==> src/rtl/pce_loader_pkg.sv <==
// Shared types and constants for the PCE ROM loader.
// Populous signature constants exist only when POPULOUS_DETECT_EN is defined.
package pce_loader_pkg;

  localparam int unsigned ADDR_W = 24;
  localparam int unsigned DATA_W = 16;
  localparam int unsigned IDX_W  = 8;
  localparam int unsigned SGX_W  = 5;

  localparam logic [IDX_W-1:0] DEF_CODE_INDEX = 8'hFF;
  localparam logic [SGX_W-1:0] DEF_SGX_INDEX  = 5'd2;

  typedef enum logic [1:0] {
    IDLE = 2'd0,
    ARM  = 2'd1,
    PEND = 2'd2
  } state_t;

`ifdef POPULOUS_DETECT_EN
  // Signature words at offsets 6/8/10/12 inside each 16-byte window.
  localparam logic [DATA_W-1:0] POP_SIG_6  = 16'h4F50;
  localparam logic [DATA_W-1:0] POP_SIG_8  = 16'h5550;
  localparam logic [DATA_W-1:0] POP_SIG_10 = 16'h4F4C;
  localparam logic [DATA_W-1:0] POP_SIG_12 = 16'h5355;
  localparam logic [19:0]       POP_BLK_LO = 20'h1F2;
  localparam logic [19:0]       POP_BLK_HI = 20'h212;
`endif

  // Reverse bit order inside each byte; byte order is preserved.
  function automatic logic [DATA_W-1:0] bitrev_bytes(input logic [DATA_W-1:0] w);
    logic [DATA_W-1:0] r;
    r = '0;
    for (int i = 0; i < 8; i++) begin
      r[i]     = w[7-i];
      r[8+i]   = w[15-i];
    end
    return r;
  endfunction

endpackage

==> src/rtl/pce_populous_detect.sv <==
// Populous signature checker: one flag per ROM bank, cleared on any mismatching signature word.
// Built only when POPULOUS_DETECT_EN is defined.
`ifdef POPULOUS_DETECT_EN
module pce_populous_detect
  import pce_loader_pkg::*;
(
  input  logic        clk_sys,
  input  logic        reset,
  input  logic        start,
  input  logic        accept,
  input  logic [23:0] addr,
  input  logic [15:0] data,
  output logic [1:0]  flags
);

  logic [DATA_W-1:0] expect_c;
  logic              sig_slot_c;
  logic              in_window_c;
  logic              miss_c;

  // Map the word offset inside the window to its signature word.
  always_comb begin
    expect_c   = '0;
    sig_slot_c = 1'b0;
    case (addr[3:0])
      4'd6:    begin expect_c = POP_SIG_6;  sig_slot_c = 1'b1; end
      4'd8:    begin expect_c = POP_SIG_8;  sig_slot_c = 1'b1; end
      4'd10:   begin expect_c = POP_SIG_10; sig_slot_c = 1'b1; end
      4'd12:   begin expect_c = POP_SIG_12; sig_slot_c = 1'b1; end
      default: begin expect_c = '0;         sig_slot_c = 1'b0; end
    endcase
  end

  assign in_window_c = (addr[23:4] == POP_BLK_LO) || (addr[23:4] == POP_BLK_HI);
  assign miss_c      = accept && in_window_c && sig_slot_c && (data != expect_c);

  always_ff @(posedge clk_sys or posedge reset) begin
    if (reset) begin
      flags <= 2'b11;
    end else if (start) begin
      flags <= 2'b11;
    end else if (miss_c) begin
      flags[addr[13]] <= 1'b0;
    end
  end

endmodule
`endif

==> src/rtl/pce_rom_loader.sv <==
// HPS download stream to SDRAM/DDR3 toggle-handshake writer, plus PCE cart metadata.
// Define POPULOUS_DETECT_EN to build the Populous signature detector.
module pce_rom_loader
  import pce_loader_pkg::*;
#(
  parameter logic [7:0] CODE_INDEX = DEF_CODE_INDEX,
  parameter logic [4:0] SGX_INDEX  = DEF_SGX_INDEX
) (
  input  logic        clk_sys,
  input  logic        reset,
  input  logic        ioctl_download,
  input  logic [7:0]  ioctl_index,
  input  logic        ioctl_wr,
  input  logic [15:0] ioctl_dout,
  output logic        ioctl_wait,
  input  logic        swap_en,
  output logic        rom_wr,
  output logic [23:0] romwr_a,
  output logic [15:0] romwr_d,
  input  logic        sd_wrack,
  input  logic        dd_wrack,
  output logic        cart_download,
  output logic [7:0]  rom_sz,
  output logic        hdr512,
  output logic [1:0]  populous,
  output logic        sgx,
  output logic        overrun
);

  state_t            state_q, state_d;
  logic              dl_q;
  logic              wait_q, wait_d;
  logic              wr_q, wr_d;
  logic [ADDR_W-1:0] addr_q, addr_d;
  logic [DATA_W-1:0] data_q, data_d;
  logic              sgx_q, sgx_d;
  logic              ovr_q, ovr_d;

  logic              start_c;
  logic              accept_c;
  logic              ack_c;
  logic [DATA_W-1:0] word_sw_c;

  assign cart_download = ioctl_download & (ioctl_index != CODE_INDEX);
  assign start_c       = (state_q == IDLE) & cart_download & ~dl_q;
  assign accept_c      = (state_q == ARM) & cart_download & ioctl_wr;
  assign ack_c         = (wr_q == sd_wrack) & (wr_q == dd_wrack);
  assign word_sw_c     = swap_en ? bitrev_bytes(ioctl_dout) : ioctl_dout;

  // State and output registers.
  always_ff @(posedge clk_sys or posedge reset) begin
    if (reset) begin
      state_q <= IDLE;
      dl_q    <= 1'b0;
      wait_q  <= 1'b0;
      wr_q    <= 1'b0;
      addr_q  <= '0;
      data_q  <= '0;
      sgx_q   <= 1'b0;
      ovr_q   <= 1'b0;
    end else begin
      state_q <= state_d;
      dl_q    <= cart_download;
      wait_q  <= wait_d;
      wr_q    <= wr_d;
      addr_q  <= addr_d;
      data_q  <= data_d;
      sgx_q   <= sgx_d;
      ovr_q   <= ovr_d;
    end
  end

  // Next-state and next-output logic.
  always_comb begin
    state_d = state_q;
    wait_d  = wait_q;
    wr_d    = wr_q;
    addr_d  = addr_q;
    data_d  = data_q;
    sgx_d   = sgx_q;
    ovr_d   = ovr_q;
    case (state_q)
      IDLE: begin
        if (start_c) begin
          state_d = ARM;
          addr_d  = '0;
          ovr_d   = 1'b0;
          sgx_d   = (ioctl_index[4:0] == SGX_INDEX);
        end
      end
      ARM: begin
        if (!cart_download) begin
          state_d = IDLE;
        end else if (accept_c) begin
          data_d  = word_sw_c;
          wr_d    = ~wr_q;
          wait_d  = 1'b1;
          state_d = PEND;
        end
      end
      PEND: begin
        // A strobe while stalled is dropped and remembered.
        if (ioctl_wr) begin
          ovr_d = 1'b1;
        end
        if (ack_c) begin
          wait_d  = 1'b0;
          addr_d  = addr_q + 24'd2;
          state_d = cart_download ? ARM : IDLE;
        end
      end
      default: begin
        state_d = IDLE;
      end
    endcase
  end

  assign ioctl_wait = wait_q;
  assign rom_wr     = wr_q;
  assign romwr_a    = addr_q;
  assign romwr_d    = data_q;
  assign sgx        = sgx_q;
  assign overrun    = ovr_q;
  assign rom_sz     = addr_q[23:16];
  assign hdr512     = addr_q[9];

`ifdef POPULOUS_DETECT_EN
  pce_populous_detect u_populous (
    .clk_sys (clk_sys),
    .reset   (reset),
    .start   (start_c),
    .accept  (accept_c),
    .addr    (addr_q),
    .data    (word_sw_c),
    .flags   (populous)
  );
`else
  assign populous = 2'b00;
`endif

endmodule

==> config.mk <==
export PLATFORM = sky130hd
export DESIGN_NAME = pce_rom_loader
export DESIGN_NICKNAME = d
export VERILOG_FILES = /design/src/rtl/pce_loader_pkg.sv /design/src/rtl/pce_populous_detect.sv /design/src/rtl/pce_rom_loader.sv
export SDC_FILE = /design/constraint.sdc
export NUM_CORES = 1
export LEC_CHECK = 0
export ABC_AREA = 1
export BUFFER_PORTS_ARGS = -buffer_cell sky130_fd_sc_hd__buf_4
export CAP_MARGIN = 5
export CORE_ASPECT_RATIO = 0.75
export CORE_UTILIZATION = 45
export CTS_BUF_LIST = sky130_fd_sc_hd__clkbuf_8
export DETAILED_ROUTE_END_ITERATION = 10
export MAX_ROUTING_LAYER = met4
export PLACE_DENSITY_LB_ADDON = 0.1
export SLEW_MARGIN = 15
export SYNTH_ARGS = -nofsm -noshare
export SYNTH_HDL_FRONTEND = slang
export SYNTH_SLANG_ARGS = --single-unit
==> constraint.sdc <==
create_clock -name clk_sys -period 1.9 [get_ports clk_sys]
set_input_delay 0.475 -clock clk_sys [delete_from_list [all_inputs] [get_ports clk_sys]]
set_output_delay 0.475 -clock clk_sys [all_outputs]
set_load 0.05 [all_outputs]
==> results.cfg, run 1 <==
[outcome]
status = finished, final reports clean

[power]
peakVddDrop_uv = 830.8
power.total_uw = 3927
power.density_nw_per_um2 = 1085
power.share.clock_pct = 18.9
switchingPower_uw = 1804
p_leak_uw = 0.001834
power_frac_comb_pct = 47.2
seqPwrFrac_pct = 33.9
netSwitchingFraction_pct = 45.93
power.internal_uw = 2123

[route]
firstDrtPassIters = 5
dr_total_vias = 2657
wl_met3_um = 524
top_layer = met4
wl_um = 6663
final_antenna_net_count = 0
met1_length_um = 3252
drtIter0Drc = 177
route.detailed.drc = 0
wl_met2_um = 2845
wl_per_cell_um = 12.50
via_per_inst = 4.985

[floorplan]
coreArea_um2 = 5976
die-area_um2 = 6705
ios = 87
rows = 24
start_util_pct = 48.03
dieHeight_um = 71.17
die_w_um = 94.22

[synth]
ys_seq_area_share_pct = 40.10
synth_cell_types = 25
synth-main-ff-cell = dfrtp_1
synth_edf_count = 0
syn_avg_cell_area_um2 = 7.593
synth-seq-cells = 46
synth_cells = 378
yosys_warnings = 0
syn-cell-area_um2 = 2870
synthArstFlopShare_pct = 100.0

[critical_path]
r2r_end = romwr_a[23]
arrival_ps = 1170
rr_worst_depth = 8
crit_fanout = 5
path_common_cell = buf_4
endpoint_kind = output port
reg2reg_slack_ps = 290
cp_slowest_stage_delay_ps = 230
crit_chain = buf_4, nand2_1, nor2_1, a21boi_4, buf_4
crit_required_ps = 1420
path_class = input port to output port
regToRegStartpoint = romwr_a[2]
start_kind = input port
crit_path_top_delay_cell = buf_4

[timing]
fmax_ghz = 0.6095
clock_skew_ps = 6.617
whs_ps = 122.4
fin_crit_ps = 1641
drv_slew = 0
setup_viol = 0
hold_viol = 0
fin_crit_sh_pct = 86.35
tns_ps = 0
rsz0062_at_grt = no

[worst_hold_path]
hold_path.class = input port to asynchronous set/reset pin

[clock_network]
tritoncts = yes
clkSinkCount = 46
cts_made_buffers = 5
clk_pin_slew_worst_paths_ps = 90
worstSkewPairLatency_ps = 300
cts_setup_buffers = 0
ctsLongestPathBuffers = 2
cts_hold_buf = 0
cts_root_buffer = clkbuf_8
htree_levels = 2

[global_routing]
gr-usage-all-layers_pct = 22.19
grt_pass1_wl_um = 11170
antenna_found_initial = 0
grt_max_degree = 36
grt.overflow.total = 0
grt_pass1_vias = 2381

[layout]
synthToLayoutAreaGrowth_pct = 26.11
regArea_um2 = 1151
final_common_cell = nand2_1
fin_util_pct = 60.57
multi_input_area_um2 = 1418
n_antenna_cell = 0
layout.cells.most_common_list = 116 x nand2_1, 86 x buf_4, 46 x dfrtp_1
nets = 486
fillers = 563
drive_gt1_share_pct = 28.57

[run]
maxCapViolations = 0

[placed_design]
gp_congestion = 0.8439
portBuffers = 83
hpwlAfterDp_um = 5095
## cell type report
class,instances,area share (%)
inverter,41,4.252
multi-input combinational,272,39.16
clock buffer,5,1.901
tap,78,2.696
clock inverter,3,1.244
sequential,46,31.80
timing repair buffer,88,18.94
## worst max-delay path: cells and delay by family
family          cells  cell delay [ps]
buf+inv             2              340
compound gates      1              220
simple gates        2              130
## power groups by stage
stage	Sequential, µW	Clock [µW]	Combinational, µW
CTS	1330	759	1870
finish	1330	742	1850
global route	1350	801	1990
global placement	1340	0	1840
floorplan	2040	0	685
detailed placement	1340	0	1870
## state kept, by name, indices dropped and copies added (netlist names)
signal      flops
romwr_a        23
romwr_d        16
state_q         2
dl_q            1
ioctl_wait      1
overrun         1
rom_wr          1
sgx             1
## what timing repair did
| action | 4_1_cts | 5_1_grt |
|---|---|---|
| endpoints found under the setup margin | 0 | 2 |
| hold endpoints to repair | 0 | 0 |
| gates resized for setup | 0 | 1 |
## synth_stat cells (3+ instances only)
| cell type | n | area (µm²) |
|---|---|---|
| nand2_2 | 4 | 25.02 |
| buf_4 | 14 | 105.1 |
| nand3_1 | 29 | 145.1 |
| inv_1 | 41 | 153.9 |
| nand4_1 | 9 | 56.30 |
| xnor2_1 | 4 | 35.03 |
| xor2_1 | 3 | 26.28 |
| nand3_2 | 3 | 30.03 |
| o21ai_1 | 12 | 60.06 |
| nor2_2 | 6 | 37.54 |
| buf_2 | 3 | 15.01 |
| mux2i_1 | 16 | 160.2 |
| nor2_1 | 34 | 127.6 |
| o21ai_0 | 9 | 45.04 |
| dfrtp_1 | 46 | 1151 |
| nand2_1 | 116 | 435.4 |
| buf_6 | 4 | 45.04 |
| o21ai_2 | 16 | 140.1 |
| o21bai_1 | 3 | 22.52 |
## how the worst max path moves through the flow
stage,slack (ps),startpoint,to
2_1_floorplan,80,romwr_a[1],romwr_a[19]
3_3_place_gp,260,ioctl_index[1],romwr_a[9]
3_5_place_dp,200,ioctl_index[2],romwr_a[5]
4_1_cts,240,romwr_a[2],romwr_a[23]
5_1_grt,50,romwr_a[2],romwr_a[23]
6_report,260,ioctl_index[4],cart_download
## metal layers
metal / GRT usage, % / vias to the layer above
met5: - / -
met4: 5.128 / 0
met3: 5.161 / 4
met2: 31.16 / 88
met1: 32.20 / 1221
li1: - / 1344
## kinds of logic after synthesis
logic type	Yosys count	share of synthesized area [%]
DFF	46	40.10
adders and majority gates	1	0.4359
buffers and inverters	62	11.12
xor gates and xnor gates	7	2.136
other	1	0.1307
AOI/OAI and AO/OA	41	9.721
and+or+nand+nor	204	30.78
muxes	16	5.580
## stage by stage
stage               setup slack [ps]  cell area [µm²]  instances
finish                         259.4             3620        533
global placement               258.9             3503        525
global route                   52.48             3620        533
floorplan                      84.15             2885        380
CTS                            240.2             3617        533
detailed placement             200.2             3503        525
Power figures use the tool's default switching activity.
==> inputs of run 2 (changes only) <==
--- a/config.mk
+++ b/config.mk
@@ -12,7 +12,6 @@
 export CORE_UTILIZATION = 45
 export CTS_BUF_LIST = sky130_fd_sc_hd__clkbuf_8
 export DETAILED_ROUTE_END_ITERATION = 10
-export MAX_ROUTING_LAYER = met4
 export PLACE_DENSITY_LB_ADDON = 0.1
 export SLEW_MARGIN = 15
 export SYNTH_ARGS = -nofsm -noshare
==> run 2 against run 1 <==
Net effect:
- routed wire length up 0.41%
- clock power barely moved
- clock-buffer cell count stayed put
- critical path depth unchanged
- cell count unchanged
- sequential power barely moved
- sequential cell count unchanged
- first-iteration DRC count is 0.56% higher
- largest cell class unchanged
- largest power group unchanged
==> results.cfg, run 2 (synthesis gave the netlist of run 1 again) <==
[outcome]
status = finished, final reports clean

[route]
firstDrtPassIters = 4
wl_um = 6690
dr_total_vias = 2665
via_per_inst = 5.000
final_antenna_net_count = 0
wl_per_cell_um = 12.55
route.detailed.drc = 0
drtIter0Drc = 178

[timing]
clock_skew_ps = 6.145
rsz0062_at_grt = no
fin_crit_ps = 1641
drv_slew = 0
hold_viol = 0
fmax_ghz = 0.6095
tns_ps = 0
fin_crit_sh_pct = 86.35
setup_viol = 0

[clock_network]
cts_made_buffers = 5
htree_levels = 2
cts_resized = 0
cts_hold_buf = 0
cts_root_buffer = clkbuf_8
tritoncts = yes
clkSinkCount = 46
worstSkewPairLatency_ps = 300
clk_pin_slew_worst_paths_ps = 90
ctsLongestPathBuffers = 2
cts_setup_buffers = 0

[global_routing]
grt_pass1_wl_um = 11180
grt_max_degree = 36
grt_pass1_vias = 2383
antenna_found_initial = 0
gr-usage-all-layers_pct = 21.52
grt.overflow.total = 0

[floorplan]
dieHeight_um = 71.17
die-area_um2 = 6705
die_w_um = 94.22
coreArea_um2 = 5976
rows = 24
start_util_pct = 48.03
ios = 87

[layout]
layout.cells.most_common_list = 116 x nand2_1, 86 x buf_4, 46 x dfrtp_1
largest_reg_flops = 23
regArea_um2 = 1151
nets = 486
n_antenna_cell = 0
multi_input_area_um2 = 1418
drive_gt1_share_pct = 28.57
final_common_cell = nand2_1
fillers = 563
final_cell_count_no_fill = 533
synthToLayoutAreaGrowth_pct = 26.11

[critical_path]
crit_required_ps = 1420
arrival_ps = 1170
crit_fanout = 5
path_class = input port to output port
endpoint_kind = output port
start_kind = input port

[run]
maxCapViolations = 0

[worst_hold_path]
hold_path.class = input port to asynchronous set/reset pin

[placed_design]
gp_congestion = 0.8311
dp.cells = 525
hpwlAfterDp_um = 5095
portBuffers = 83

[power]
peakVddDrop_uv = 830.6
p_leak_uw = 0.001834
power.total_uw = 3925
power.density_nw_per_um2 = 1084
-- run 2: cell counts in the layout (fill, tap and decap cells not counted) --
Identical to the previous run, type by type.
-- run 2: per-layer routing --
metal / wire length [µm] / global-route usage [%] / part of all wire, % / vias to the layer above
met1: 3272 / 32.13 / 49 / 1230
met2: 2864 / 31.16 / 43 / 86
met3: 512 / 5.269 / 7.7 / 4
met5: 0 / 0 / 0 / -
li1: - / - / - / 1345
met4: 41 / 5.128 / 0.61 / 0
-- run 2: stage by stage --
step	hold slack, ps	instance area, µm²	utilization [%]	worst slack (ps)
after detailed placement	460.0	3503	58.63	200.2
after global routing	130.8	3620	60.57	52.48
final	120.3	3620	60.57	259.4
after floorplan	457.9	2885	-	84.15
after CTS	127.1	3617	60.53	240.2
after global placement	457.4	3503	58.63	258.9
-- run 2: power breakdown --
part	leakage, µW	switching (µW)	internal, µW	total (µW)
clock network	0.0000504	351	392	742
logic	0.00118	1320	535	1850
registers	0.000607	134	1200	1330
total	0.00183	1800	2120	3930
-- run 2: worst paths after layout --
check | endpoint | cells after the start | slack [ps] | from
max | cart_download | 5 | 260 | ioctl_index[4]
min | romwr_a[6] | 2 | 120 | reset
max reg2reg | romwr_a[23] | 8 | 290 | romwr_a[2]
min reg2reg | overrun | 2 | 480 | overrun
max in group asynchronous | romwr_a[13] | 3 | 1310 | reset
min in group clk_sys | overrun | 3 | 410 | ioctl_wr
-- run 2: cell type report --
type	count	area share, %
Multi-Input combinational cell	272	39.16
Clock inverter	3	1.244
Clock buffer	5	1.901
Inverter	41	4.252
Sequential cell	46	31.80
Timing Repair Buffer	88	18.94
Tap cell	78	2.696
-- run 2: worst max-delay path: stages --
cell and delay [ps]:
buf_4 110, nand2_1 60, nor2_1 70, a21boi_4 220, buf_4 230
